--- src/rtl/cpu_wb_pkg.sv ---
// Shared types and widths for the CPU register-file writeback path.
package cpu_wb_pkg;

  localparam int unsigned REG_W      = 16;
  localparam int unsigned REG_ADDR_W = 3;
  localparam int unsigned NUM_REGS   = 8;

  typedef struct packed {
    logic [REG_ADDR_W-1:0] rd;
    logic [REG_W-1:0]      data;
  } wb_entry_t;

  typedef enum logic [1:0] {
    WB_NONE,
    WB_ALU,
    WB_LD_FIFO,
    WB_LD_BYPASS
  } wb_src_t;

  function automatic logic [NUM_REGS-1:0] reg_onehot(input logic [REG_ADDR_W-1:0] rd);
    return NUM_REGS'(1) << rd;
  endfunction

endpackage

--- src/rtl/cpu_wb_fifo.sv ---
// Load-return FIFO: power-of-two depth, in-order, head read straight from storage.
module cpu_wb_fifo
  import cpu_wb_pkg::*;
#(
  parameter  int unsigned DEPTH = 4,
  localparam int unsigned CNT_W = $clog2(DEPTH) + 1
) (
  input  logic             clk,
  input  logic             reset,
  input  logic             push,
  input  wb_entry_t        push_data,
  input  logic             pop,
  output wb_entry_t        head,
  output logic [CNT_W-1:0] count
);

  localparam int unsigned PTR_W = $clog2(DEPTH);

  wb_entry_t        mem [DEPTH];
  logic [PTR_W-1:0] wr_ptr;
  logic [PTR_W-1:0] rd_ptr;

  assign head = mem[rd_ptr];

  // Payload storage needs no reset; occupancy alone defines validity.
  always_ff @(posedge clk) begin
    if (push) mem[wr_ptr] <= push_data;
  end

  always_ff @(posedge clk or posedge reset) begin
    if (reset) begin
      wr_ptr <= '0;
      rd_ptr <= '0;
      count  <= '0;
    end else begin
      if (push) wr_ptr <= wr_ptr + PTR_W'(1);
      if (pop)  rd_ptr <= rd_ptr + PTR_W'(1);
      count <= count + CNT_W'(push) - CNT_W'(pop);
    end
  end

endmodule

--- src/rtl/cpu_writeback.sv ---
// Register-file write-port arbiter: merges ALU results and load returns, tracks pending loads.
module cpu_writeback
  import cpu_wb_pkg::*;
#(
  parameter int unsigned LD_DEPTH = 4
) (
  input  logic                  clk,
  input  logic                  reset,
  input  logic                  i_alu_valid,
  input  logic [REG_ADDR_W-1:0] i_alu_rd,
  input  logic [REG_W-1:0]      i_alu_data,
  output logic                  o_alu_ready,
  input  logic                  i_ld_issue,
  input  logic [REG_ADDR_W-1:0] i_ld_issue_rd,
  input  logic                  i_ld_valid,
  input  logic [REG_ADDR_W-1:0] i_ld_rd,
  input  logic [REG_W-1:0]      i_ld_data,
  output logic                  o_ld_ready,
  output logic [REG_ADDR_W-1:0] o_rw,
  output logic                  o_rw_en,
  output logic [REG_W-1:0]      o_rw_data,
  output logic [NUM_REGS-1:0]   o_busy,
  output logic [2:0]            o_ld_count
);

  localparam int unsigned CNT_W = $clog2(LD_DEPTH) + 1;

  logic [CNT_W-1:0]    count;
  wb_entry_t           head;
  wb_entry_t           ld_entry;
  wb_entry_t           sel;
  wb_src_t             src;
  logic                fifo_full;
  logic                alu_xfer;
  logic                ld_xfer;
  logic                push;
  logic                pop;
  logic [NUM_REGS-1:0] busy;
  logic [NUM_REGS-1:0] busy_set;
  logic [NUM_REGS-1:0] busy_clr;

  cpu_wb_fifo #(.DEPTH(LD_DEPTH)) u_fifo (
    .clk       (clk),
    .reset     (reset),
    .push      (push),
    .push_data (ld_entry),
    .pop       (pop),
    .head      (head),
    .count     (count)
  );

  // Both readies come from the registered count; a same-edge pop never frees a slot early.
  assign fifo_full   = (count == CNT_W'(LD_DEPTH));
  assign o_ld_ready  = (count < CNT_W'(LD_DEPTH));
  assign o_alu_ready = (count < CNT_W'(LD_DEPTH));
  assign alu_xfer    = i_alu_valid && o_alu_ready;
  assign ld_xfer     = i_ld_valid && o_ld_ready;
  assign ld_entry    = '{rd: i_ld_rd, data: i_ld_data};
  assign o_ld_count  = 3'(count);
  assign o_busy      = busy;

  // Write-port selection; a full FIFO stalls the ALU so buffered loads cannot starve.
  always_comb begin
    src  = WB_NONE;
    sel  = head;
    push = 1'b0;
    pop  = 1'b0;
    if (fifo_full) begin
      src = WB_LD_FIFO;
      pop = 1'b1;
    end else if (alu_xfer) begin
      src  = WB_ALU;
      sel  = '{rd: i_alu_rd, data: i_alu_data};
      push = ld_xfer;
    end else if (count != '0) begin
      src  = WB_LD_FIFO;
      pop  = 1'b1;
      push = ld_xfer;
    end else if (ld_xfer) begin
      src = WB_LD_BYPASS;
      sel = ld_entry;
    end
  end

  // Set is applied after clear so a same-edge set wins.
  always_comb begin
    busy_clr = '0;
    busy_set = '0;
    if (src == WB_LD_FIFO || src == WB_LD_BYPASS) busy_clr = reg_onehot(sel.rd);
    if (i_ld_issue) busy_set = reg_onehot(i_ld_issue_rd);
  end

  always_ff @(posedge clk or posedge reset) begin
    if (reset) begin
      o_rw      <= '0;
      o_rw_en   <= 1'b0;
      o_rw_data <= '0;
      busy      <= '0;
    end else begin
      o_rw_en <= (src != WB_NONE);
      if (src != WB_NONE) begin
        o_rw      <= sel.rd;
        o_rw_data <= sel.data;
      end
      busy <= (busy & ~busy_clr) | busy_set;
    end
  end

  // Decode-side hazard rules this block relies on but does not resolve.
  always @(posedge clk) begin
    if (!reset) begin
      assert (!(i_ld_issue && busy[i_ld_issue_rd]));
      assert (!(alu_xfer && busy[i_alu_rd]));
      assert (!(ld_xfer && !busy[i_ld_rd]));
    end
  end

endmodule

--- config.mk ---
export PLATFORM = sky130hd
export DESIGN_NAME = cpu_writeback
export DESIGN_NICKNAME = d
export VERILOG_FILES = /design/src/rtl/cpu_wb_pkg.sv /design/src/rtl/cpu_wb_fifo.sv /design/src/rtl/cpu_writeback.sv
export SDC_FILE = /design/constraint.sdc
export NUM_CORES = 1
export LEC_CHECK = 0
export CORE_MARGIN = 5
export CORE_UTILIZATION = 53
export DETAILED_ROUTE_END_ITERATION = 6
export GPL_ROUTABILITY_DRIVEN = 0
export PLACE_DENSITY = 0.8
export SETUP_SLACK_MARGIN = 0.5
export SYNTH_ARGS = -nofsm -noshare
export SYNTH_HDL_FRONTEND = slang
export SYNTH_SLANG_ARGS = --single-unit
--- constraint.sdc ---
create_clock -name clk -period 3 [get_ports clk]
set_input_delay 0.6 -clock clk [delete_from_list [all_inputs] [get_ports clk]]
set_output_delay 0.6 -clock clk [all_outputs]
set_load 0.05 [all_outputs]
Word-level counts from Yosys, hierarchy flattened. Memories as Yosys holds them, arrays and structs flattened. Index checks and enable logic that the tools add are counted.

Bits of input ports: 46. Word-level logic and storage cells: 44. Register bits: 35. ROM bits: 0. Memories: 1. Latch bits: 0. Memory bits (writable): 76. Output and inout bits: 33.

Magnitude comparators: 1. Multiply operators: 0. Equality and inequality tests: 3. Reductions and logical operators: 5. Mux-type cells: 18. Shift-type cells: 2. $add $sub $neg: 4. Bitwise operators: 3. Div/mod/pow operators: 0.

Memories: u_fifo.mem (words 4, bits a word 19, read ports 1, clocked after Yosys merged registers in 0, write ports 1, RTL line cpu_wb_fifo.sv:19) `wb_entry_t mem [DEPTH];`.

Operators by type and width (count): $mux 19 (4); $mux 8 (2); $shl 1x3->8 const A (2); $and 8x8->8 (1); $mux 1 (8); $mux 2 (4); $not 8->8 (1); $or 8x8->8 (1); $add 2x1->2 const B (2); $eq 2x2->1 const B (2); $add 3x1->3 (1); $eq 3x3->1 const B (1); $lt 3x3->1 const B (1); $reduce_bool 3->1 (1); $sub 3x1->3 (1); $logic_and 1x1->1 (2); $reduce_bool 2->1 (1); $logic_or 1x1->1 (1).

Depth between registers and ports, before layout.
Depth in word-level cells: 12. Mapped depth: 10.

Modules after synthesis. From an unflattened synthesis, not the netlist that was laid out.

Cell total of the unflattened synthesis: 320. Area, all modules: 4718.3 µm².

Modules (own cells, without submodules): cpu_wb_fifo (times used 1, cells each 132, area each 3124.2 µm²); cpu_writeback (times used 1, cells each 188, area each 1594.0 µm²).

Worst setup path before layout. OpenSTA, ideal clock, no wires.

Kind: register -> register. Start point: reg u_fifo.count[1]. End point: reg u_fifo.count[2]. Period minus slack after synthesis: 2.442 ns. Setup slack: 0.558 ns. Path buffers: 1. Cell stages (with the launch flop): 11. Library setup time: 0.137 ns. Data arrival time: 2.305 ns. Path through: dfrtp_1 nor2_1 o21a_1 buf_2 inv_1 ha_1 inv_1 ha_1 fa_1 xnor2_1 xnor2_1.

Longest elaborated chain between the ends: 7. Elaborated cells between the ends (all ways): 13. Classes of those cells: add/sub (2); order compare (1); eq/ne (1); mux (6); reduce/logical (3).

RTL lines: start: declaration (RTL line cpu_wb_fifo.sv:14) `output logic [CNT_W-1:0] count`; start signal: assignment (RTL line cpu_wb_fifo.sv:38) `count <= count + CNT_W'(push) - CNT_W'(pop);`; $lt 3x3->1 (RTL line cpu_writeback.sv:54, cpu_writeback.sv:55); $logic_and 1x1->1 (RTL line cpu_writeback.sv:57) `assign ld_xfer = i_ld_valid && o_ld_ready;`; $mux 1 (RTL line cpu_writeback.sv:75) `end else if (count != '0) begin`; $mux 1 (RTL line cpu_writeback.sv:71) `end else if (alu_xfer) begin`; $mux 1 (RTL line cpu_writeback.sv:68) `if (fifo_full) begin`; $add 3x1->3 (RTL line cpu_wb_fifo.sv:38); $sub 3x1->3 * (RTL line cpu_wb_fifo.sv:38).

Mark *: on every way between the ends. The rest lies on a longest branch, timed or not. A chain may end at the register's enable or synchronous reset.

Worst setup path after layout.
Start point: in i_alu_valid. End point: mem u_fifo.mem[0][7] (netlist bit) (enable).

Longest elaborated chain between the ends: 5.

RTL lines: start: declaration (RTL line cpu_writeback.sv:9) `input logic i_alu_valid,`; $logic_and 1x1->1 (RTL line cpu_writeback.sv:56) `assign alu_xfer = i_alu_valid && o_alu_ready;`; $mux 1 (RTL line cpu_writeback.sv:71); $mux 1 (RTL line cpu_writeback.sv:68); net push (RTL line cpu_writeback.sv:36) `logic push;`; $mux 1 (RTL line cpu_wb_fifo.sv:27) `if (push) mem[wr_ptr] <= push_data;`; $mux 1 (not written as such) (RTL line cpu_wb_fifo.sv:27); end: declaration (RTL line cpu_wb_fifo.sv:19).

The timed path passes the listed nets, and every way through them passes these cells.

==> results.toml <==
[timing]
fin_worst_skew_ps = 9.87
grt_setup_unrepaired = "no"
hold-worst-slack_ps = 488
max_freq_mhz = 430
relSlewSlack_pct = 57.6
setup_viol = 0
finalSetupTns_ps = 0
period_share_pct = 77.5
maxSlewViolCount = 0
tightest_slew_ps = 634
hold_viol_final = 0
timing.final.crit_period_ps = 2330

[yosys]
yosys.area.top_type_share_pct = 49.4
synth_top_family_by_area = "multiplexers"
syn_area_um2 = 4620
ys_top_cells_by_area = "edfxtp_1 (49%), dfrtp_1 (19%), mux4_1 (5.1%)"
synthAdderAreaFrac_pct = 2.06
yosysSeqAreaShare_pct = 68.3
syn_nets = 350
synth_cell_type_count = 39
synth_top_area_cell = "edfxtp_1"
ys_seq_elements = 111
synth-xor-area-share_pct = 0.948
muxShareOfSynthArea_pct = 9.99
synth_cells = 297
synth_compound_area_share_pct = 7.85
avgSynthCellArea_um2 = 15.6
synth-simple-area-share_pct = 8.10
ys_warn_count = 0

[grt]
grt_pass1_wl_um = 15800
grt_pass1_vias = 3039
grt_overflow = 0
grt_max_degree = 36
grt_use_total_pct = 20.1
antenna_found_initial = 0

[power]
vdd_drop_max_uv = 366
power_density_nw_per_um2 = 1000
leakage_nw = 2.14
fin_total_pwr_mw = 5.79

[floorplan]
dieArea_um2 = 10700
row_count = 34
core_um2 = 8590
num_io_pins = 79
die_y_um = 103
die_width_um = 103
initial_core_util_pct = 53.8

[status]
status = "finished clean"

[placement]
dpl.hpwl_um = 6730
io_buffers = 78
place_inst = 483

[critical_path]
worstPathRequired_ps = 3070
r2r-end = "u_fifo.count[2]"
path_class = "input pin to register"
r2r_cells = 10
cp.arrival_ps = 2390
crit_fanout = 18
rr_startpoint = "u_fifo.count[2]"
startpoint_type = "input pin"
cp-end-kind = "register"
r2r_slack_ps = 770

[routing]
drt_iter0_markers = 155
vias = 2917
finalWirelength_um = 9860
wire_per_inst_um = 19.8
via_per_inst = 5.85
drt_first_pass_iters = 4
drc = 0
drtAntennaViolNets = 0

[clock_network]
cts.sink_count = 111
insertion_delay_ps = 360
cts_tree = "done"
clockBufferDepth = 2
root_buffer = "clkbuf_8"
cts.clk_slew.worst_paths_ps = 90
cts_buffers = 9
cts_max_level = 3
cts_setup_buffers = 0

[job]
drv_cap = 0

[hold_path]
min_to = "o_busy[4]"
hp-class = "register to register"
min_from = "o_busy[4]"
hold_path_depth = 1

[finish]
multi_input_area_um2 = 1340
stdcell_count = 499
final_nets = 439
regArea_um2 = 3160
diodes = 0
area_growth_syn_to_layout_pct = 25.2
drive_above_1_share_pct = 11.0
n_fill_cell = 604
final_cell_mix = "clkdlybuf4s50_1 (76), edfxtp_1 (76), dfrtp_1 (35)"
==> synthesized netlist by cell type <==
| library cell | n |
|---|---|
| edfxtp_1 | 76 |
| dfrtp_1 | 35 |
| nor2_1 | 27 |
| o22ai_1 | 16 |
| nor3_1 | 14 |
| inv_1 | 13 |
| a21oi_1 | 10 |
| mux4_2 | 10 |
| nand2_1 | 10 |
| mux4_1 | 9 |
| buf_2 | 7 |
| nand2b_1 | 7 |
| ha_1 | 6 |
| o21ai_0 | 5 |
| o31ai_1 | 5 |
| xnor2_1 | 5 |
| and2_1 | 4 |
| buf_1 | 3 |
| nand3_1 | 3 |
| nand3b_1 | 3 |
| nor2b_1 | 3 |
| a21o_1 | 2 |
| a22o_1 | 2 |
| a22oi_1 | 2 |
| buf_4 | 2 |
| nor3b_1 | 2 |
| o21ai_1 | 2 |
| o2bb2ai_1 | 2 |
| or3_1 | 2 |
| a222oi_1 | 1 |
| a22oi_4 | 1 |
| a2bb2oi_2 | 1 |
| buf_6 | 1 |
| clkbuf_1 | 1 |
| fa_1 | 1 |
| nor3b_2 | 1 |
| o21a_1 | 1 |
| o22a_1 | 1 |
| o31ai_2 | 1 |
==> worst max-delay path by stage <==
stage	from	to	slack, ps	cells after the start
6_report	i_alu_valid	u_fifo.mem[0][7]	670	6
5_1_grt	i_alu_valid	u_fifo.mem[0][7]	540	6
4_1_cts	u_fifo.count[1]	o_ld_count[1]	650	1
3_5_place_dp	i_alu_valid	u_fifo.mem[1][11]	360	6
3_3_place_gp	i_alu_valid	u_fifo.mem[0][11]	390	6
2_1_floorplan	u_fifo.count[1]	u_fifo.count[2]	560	10
==> routing by layer <==
metal,GRT usage (%),share of wire (%),vias to the layer above
li1,-,-,1314
met1,27.0,42,1506
met2,33.0,50,83
met3,3.15,5.7,14
met4,7.97,2.0,0
met5,0,0,-
==> timing repair <==
item	CTS	global route
hold buffers	0	0
resized for setup	2	0
setup endpoints to repair	2	0
==> worst max-delay path, cell delays in order <==
cell,delay (ps)
clkdlybuf4s50_1,490
buf_4,220
nor3_1,80
nor2_1,430
and2_1,370
buf_12,200
==> power by group <==
part	internal (mW)	switching (mW)	leakage (nW)
clock network	0.393	0.482	0.101
logic	1.05	1.61	0.950
registers	2.03	0.234	1.09
==> cell families after synthesis <==
kind of cell / Yosys count
DFF: 111
buffers and inverters: 27
adders and majority gates: 7
and+or+nand+nor: 76
xor gates and xnor gates: 5
AOI/OAI and AO/OA: 52
muxes: 19
==> through the flow <==
stage / instance area (um2) / util, % / worst slack, ps
global route: 5790 / 67.3 / 535
global placement: 5590 / 65.1 / 389
finish: 5790 / 67.3 / 674
CTS: 5790 / 67.3 / 653
floorplan: 4620 / - / 558
detailed placement: 5590 / 65.1 / 356
==> sequential cells by signal (all words and copies together) (netlist names) <==
signal         count
o_busy             8
o_rw               3
o_rw_data         16
o_rw_en            1
u_fifo.count       3
u_fifo.mem        76
u_fifo.rd_ptr      2
u_fifo.wr_ptr      2
==> layout make-up <==
cell class,count,area share [%]
clock buffer,10,2.21
inverter,13,0.843
multi-input combinational,159,23.1
clock inverter,6,1.21
timing repair buffer,92,15.7
tap,108,2.34
sequential,111,54.6
(Power assumes the default switching activity.)
